===== src/rtl/serial_adder.sv =====
// Bit-serial adder, LSB first: one full-adder cell plus a carry flop, WIDTH cycles per add.
// Define SERIAL_ADDER_OVF_EN to add the registered two's-complement overflow output ovf.
module serial_adder #(
    parameter int WIDTH = 8
) (
    input  logic             clk,
    input  logic             rst_n,
    input  logic             start,
    input  logic [WIDTH-1:0] a,
    input  logic [WIDTH-1:0] b,
    input  logic             cin,
    output logic             busy,
    output logic             done,
    output logic [WIDTH-1:0] sum,
`ifdef SERIAL_ADDER_OVF_EN
    output logic             cout,
    output logic             ovf
`else
    output logic             cout
`endif
);

    localparam int CNT_W = ($clog2(WIDTH) < 1) ? 1 : $clog2(WIDTH);
    localparam logic [CNT_W-1:0] LAST = CNT_W'(WIDTH - 1);

    typedef enum logic [1:0] {
        IDLE  = 2'd0,
        SHIFT = 2'd1,
        DONE  = 2'd2
    } state_t;

    state_t           state;
    state_t           next_state;
    logic [WIDTH-1:0] a_sh;
    logic [WIDTH-1:0] b_sh;
    logic [WIDTH-1:0] sum_q;
    logic [CNT_W-1:0] cnt;
    logic             carry_q;
    logic             cout_q;
    logic             fa_sum;
    logic             fa_cout;
    logic             last_bit;

    assign fa_sum   = a_sh[0] ^ b_sh[0] ^ carry_q;
    assign fa_cout  = (a_sh[0] & b_sh[0]) | (carry_q & (a_sh[0] ^ b_sh[0]));
    assign last_bit = (cnt == LAST);

    always_ff @(posedge clk or negedge rst_n) begin
        if (!rst_n) begin
            state <= IDLE;
        end else begin
            state <= next_state;
        end
    end

    always_comb begin
        next_state = state;
        case (state)
            IDLE:    if (start) next_state = SHIFT;
            SHIFT:   if (last_bit) next_state = DONE;
            DONE:    next_state = start ? SHIFT : IDLE;
            default: next_state = IDLE;
        endcase
    end

    // Operands are only captured when leaving IDLE/DONE, so input wiggles mid-add are ignored.
    always_ff @(posedge clk or negedge rst_n) begin
        if (!rst_n) begin
            a_sh    <= '0;
            b_sh    <= '0;
            sum_q   <= '0;
            cnt     <= '0;
            carry_q <= 1'b0;
            cout_q  <= 1'b0;
        end else begin
            case (state)
                IDLE, DONE: begin
                    if (start) begin
                        a_sh    <= a;
                        b_sh    <= b;
                        carry_q <= cin;
                        cnt     <= '0;
                    end
                end
                SHIFT: begin
                    a_sh    <= a_sh >> 1;
                    b_sh    <= b_sh >> 1;
                    sum_q   <= {fa_sum, sum_q[WIDTH-1:1]};
                    carry_q <= fa_cout;
                    cnt     <= cnt + 1'b1;
                    if (last_bit) cout_q <= fa_cout;
                end
                default: ;
            endcase
        end
    end

`ifdef SERIAL_ADDER_OVF_EN
    logic ovf_q;

    // On the final bit, carry_q is the carry into the MSB.
    always_ff @(posedge clk or negedge rst_n) begin
        if (!rst_n) begin
            ovf_q <= 1'b0;
        end else if (state == SHIFT && last_bit) begin
            ovf_q <= carry_q ^ fa_cout;
        end
    end

    assign ovf = ovf_q;
`endif

    assign busy = (state == SHIFT);
    assign done = (state == DONE);
    assign sum  = sum_q;
    assign cout = cout_q;

endmodule


===== config.mk =====
export PLATFORM = sky130hd
export DESIGN_NAME = serial_adder
export DESIGN_NICKNAME = d
export VERILOG_FILES = /design/src/rtl/serial_adder.sv
export SDC_FILE = /design/constraint.sdc
export NUM_CORES = 1
export LEC_CHECK = 0
export CAP_MARGIN = 20
export CORE_ASPECT_RATIO = 1.4
export CORE_MARGIN = 2
export CORE_UTILIZATION = 50
export DETAILED_ROUTE_END_ITERATION = 10
export GPL_ROUTABILITY_DRIVEN = 0
export PLACE_DENSITY = 0.8
export SYNTH_ARGS = -nofsm -noshare
export SYNTH_HDL_FRONTEND = slang
export SYNTH_SLANG_ARGS = --single-unit

===== constraint.sdc =====
create_clock -name clk -period 4.84 [get_ports clk]
set_clock_uncertainty 0.1 [all_clocks]
set_input_delay 0.484 -clock clk [delete_from_list [all_inputs] [get_ports clk]]
set_output_delay 0.484 -clock clk [all_outputs]
set_load 0.005 [all_outputs]

==> impl_metrics.env <==
export IMPL_status="complete, no violations"
export IMPL_root_buffer="clkbuf_8"
export IMPL_vias=1022
export IMPL_synth_seq_area_share=0.4890
export IMPL_clk_latency_ps=290
export IMPL_period_needed_ps=2875
export IMPL_postRouteAntennaNets=0
export IMPL_dp_hpwl_mm=1.979
export IMPL_drtPass1Iterations=4
export IMPL_grt_max_degree=32
export IMPL_fmax_ghz=0.3478
export IMPL_wl_per_cell_um=15.49
export IMPL_p_leak_nw=0.9359
export IMPL_final_cell_mix="47 x mux2i_1, 31 x dfrtp_1, 30 x clkdlybuf4s50_1"
export IMPL_synth_top_area_cell="dfrtp_1"
export IMPL_p_per_area_nw_per_um2=593.0
export IMPL_cap_violations=0
export IMPL_cp_arrival_ps=2290
export IMPL_io_pins=31
export IMPL_final_core_utilization=0.6597
export IMPL_slowest_delay_ps=1020
export IMPL_synthCells=116
export IMPL_reg2reg_slack_ps=2760
export IMPL_min_delay_start="sum[0]"
export IMPL_path_class="register to output pin"
export IMPL_placeableCoreArea_um2=3063
export IMPL_hold_buffers=0
export IMPL_drcViolationCount=0
export IMPL_cts_resized=0
export IMPL_hold_viol_final=0
export IMPL_synth_top_area_share=0.4890
export IMPL_tns_ps=0
export IMPL_row_count=24
export IMPL_portBuffers=30
export IMPL_die_area_um2=3646
export IMPL_tritoncts="done"
export IMPL_slowest_stage="dfrtp_1"
export IMPL_slew_headroom=0.3190
export IMPL_cts_buffers=5
export IMPL_synth_fp_nets=139
export IMPL_r2r_start="state[1]"
export IMPL_r2r_end="sum[4]"
export IMPL_startpoint_type="register"
export IMPL_syn_to_final_growth_pct=27.37
export IMPL_synth_edf_count=0
export IMPL_avgSynthCellArea_um2=13.68
export IMPL_cts_path_max_buffers=2
export IMPL_synth_area_top_cells="dfrtp_1 49%, mux2i_1 30%, mux2_2 7.8%"
export IMPL_max_slew_worst_pin_slew_ps=1021
export IMPL_cp_buffers_inverters=2
export IMPL_final_common_cell="mux2i_1"
export IMPL_min_delay_path_depth=1
export IMPL_drive_gt1_frac=0.1477
export IMPL_met3_usage=0.06962
export IMPL_hp_class="register to register"
export IMPL_grt_pass1_wl_mm=4.899
export IMPL_rsz0062_at_grt="false"
export IMPL_critPathCaptureType="output pin"
export IMPL_final_nets=171
export IMPL_cts_htree_levels=2
export IMPL_grt_usage=0.1873
export IMPL_gr_total_overflow=0
export IMPL_vdd_drop_max_v=0.0004415
export IMPL_worst_path_dominant_cell_family="flip-flops"
export IMPL_slew_viol_final=0
export IMPL_antenna_found_initial=0
export IMPL_synth_ff_type="dfrtp_1"
export IMPL_synth_cell_types=19
export IMPL_cts_sinks=31
export IMPL_worstHoldEndpoint="sum[0]"
export IMPL_cts_setup_buffers=0
export IMPL_grt_pass1_vias=1100
export IMPL_async_reset_ff_frac=1.000
export IMPL_crit_path_max_fanout=23
export IMPL_wl_mm=2.913
export IMPL_cts_clk_slew_worst_paths_ps=70
export IMPL_die_h_um=70.65
export IMPL_r2r_cells=2
export IMPL_crit_chain="nand2b_1 > inv_1 > clkdlybuf4s50_1"
export IMPL_use_met1=0.2093
export IMPL_grtUsageMet2=0.3048
export IMPL_n_antenna_cell=0
export IMPL_avgViaCountPerCell=5.436
export IMPL_fin_crit_sh=0.5940
export IMPL_ys_warnings_count=0
export IMPL_grt_busiest_layer="met2"
export IMPL_setup_viol=0
export IMPL_initialDrtViolationCount=8
export IMPL_die_w_um=51.61
export IMPL_critPathRequiredTime_ps=4260
export IMPL_fillers=255
export IMPL_synth_area_um2=1587
export IMPL_synth_seq_cells=31
export IMPL_start_util=0.5180
==> state kept, by name, indices dropped and copies added (netlist names) <==
register	flops
b_sh	8
cout	1
a_sh	8
sum	8
carry_q	1
cnt	3
state	2
==> synthesized netlist by cell type (2+ instances only) <==
cell     instances
mux2i_1         47
dfrtp_1         31
mux2_2          11
a22o_1           3
buf_4            3
inv_1            3
buf_2            2
buf_6            2
ha_1             2
nand3_1          2
o21ai_0          2
==> area by class of cell <==
class / instances / area, um^2 / share of cell area
sequential: 31 / 775.7 / 0.3839
multi-input combinational: 74 / 724.4 / 0.3585
timing repair buffer: 33 / 342.8 / 0.1697
clock buffer: 6 / 82.58 / 0.04087
tap: 39 / 48.80 / 0.02415
clock inverter: 2 / 35.03 / 0.01734
inverter: 3 / 11.26 / 0.005573
==> per-layer routing <==
| metal | up-vias | wire length (um) |
|---|---|---|
| met5 | - | 0 |
| met1 | 510 | 1199 |
| met3 | 5 | 137 |
| met2 | 28 | 1514 |
| met4 | 0 | 61 |
| li1 | 479 | - |
==> worst register-to-register path, stage by stage (launching register included) <==
cell and delay (ps):
dfrtp_1 1020, nand2b_1 460, mux2_2 390
==> metrics by stage <==
step / setup slack (ps) / area [um^2] / total power, mW / hold WS (ps) / instances
floorplan: 3322 / 1587 / 0.7732 / 88.41 / 116
global placement: 2296 / 1876 / 0.8997 / 393.5 / 179
detailed placement: 2235 / 1876 / 0.9436 / 407.7 / 179
CTS: 1919 / 1993 / 1.214 / 423.1 / 187
global route: 1787 / 2021 / 1.281 / 429.7 / 188
finish: 1965 / 2021 / 1.198 / 413.3 / 188
==> worst max path at each step <==
stage	to	cells after the start	slack, ps	start
floorplan	cnt[2]	4	3320	cnt[0]
global placement	busy	3	2300	state[1]
detailed placement	busy	3	2230	state[1]
CTS	busy	3	1920	state[1]
global route	busy	3	1790	state[1]
finish	busy	3	1970	state[1]
==> cell families (layout without fill, tap and decap cells) <==
kind of cell,Yosys count,in the layout,share of synthesized area
DFF,31,31,0.4890
muxes,58,58,0.3746
adders and majority gates,3,3,0.02839
and+or+nand+nor,6,6,0.02130
buffers and inverters,11,44,0.05441
AOI/OAI and AO/OA,6,6,0.02682
xor gates and xnor gates,1,1,0.005522
==> report_power, final <==
group / internal, mW / leakage (nW) / switching (mW)
clock: 0.166 / 0.0612 / 0.101
combinational: 0.283 / 0.491 / 0.172
sequential: 0.378 / 0.384 / 0.0981
total: 0.827 / 0.936 / 0.371
(Power assumes the default switching activity.)
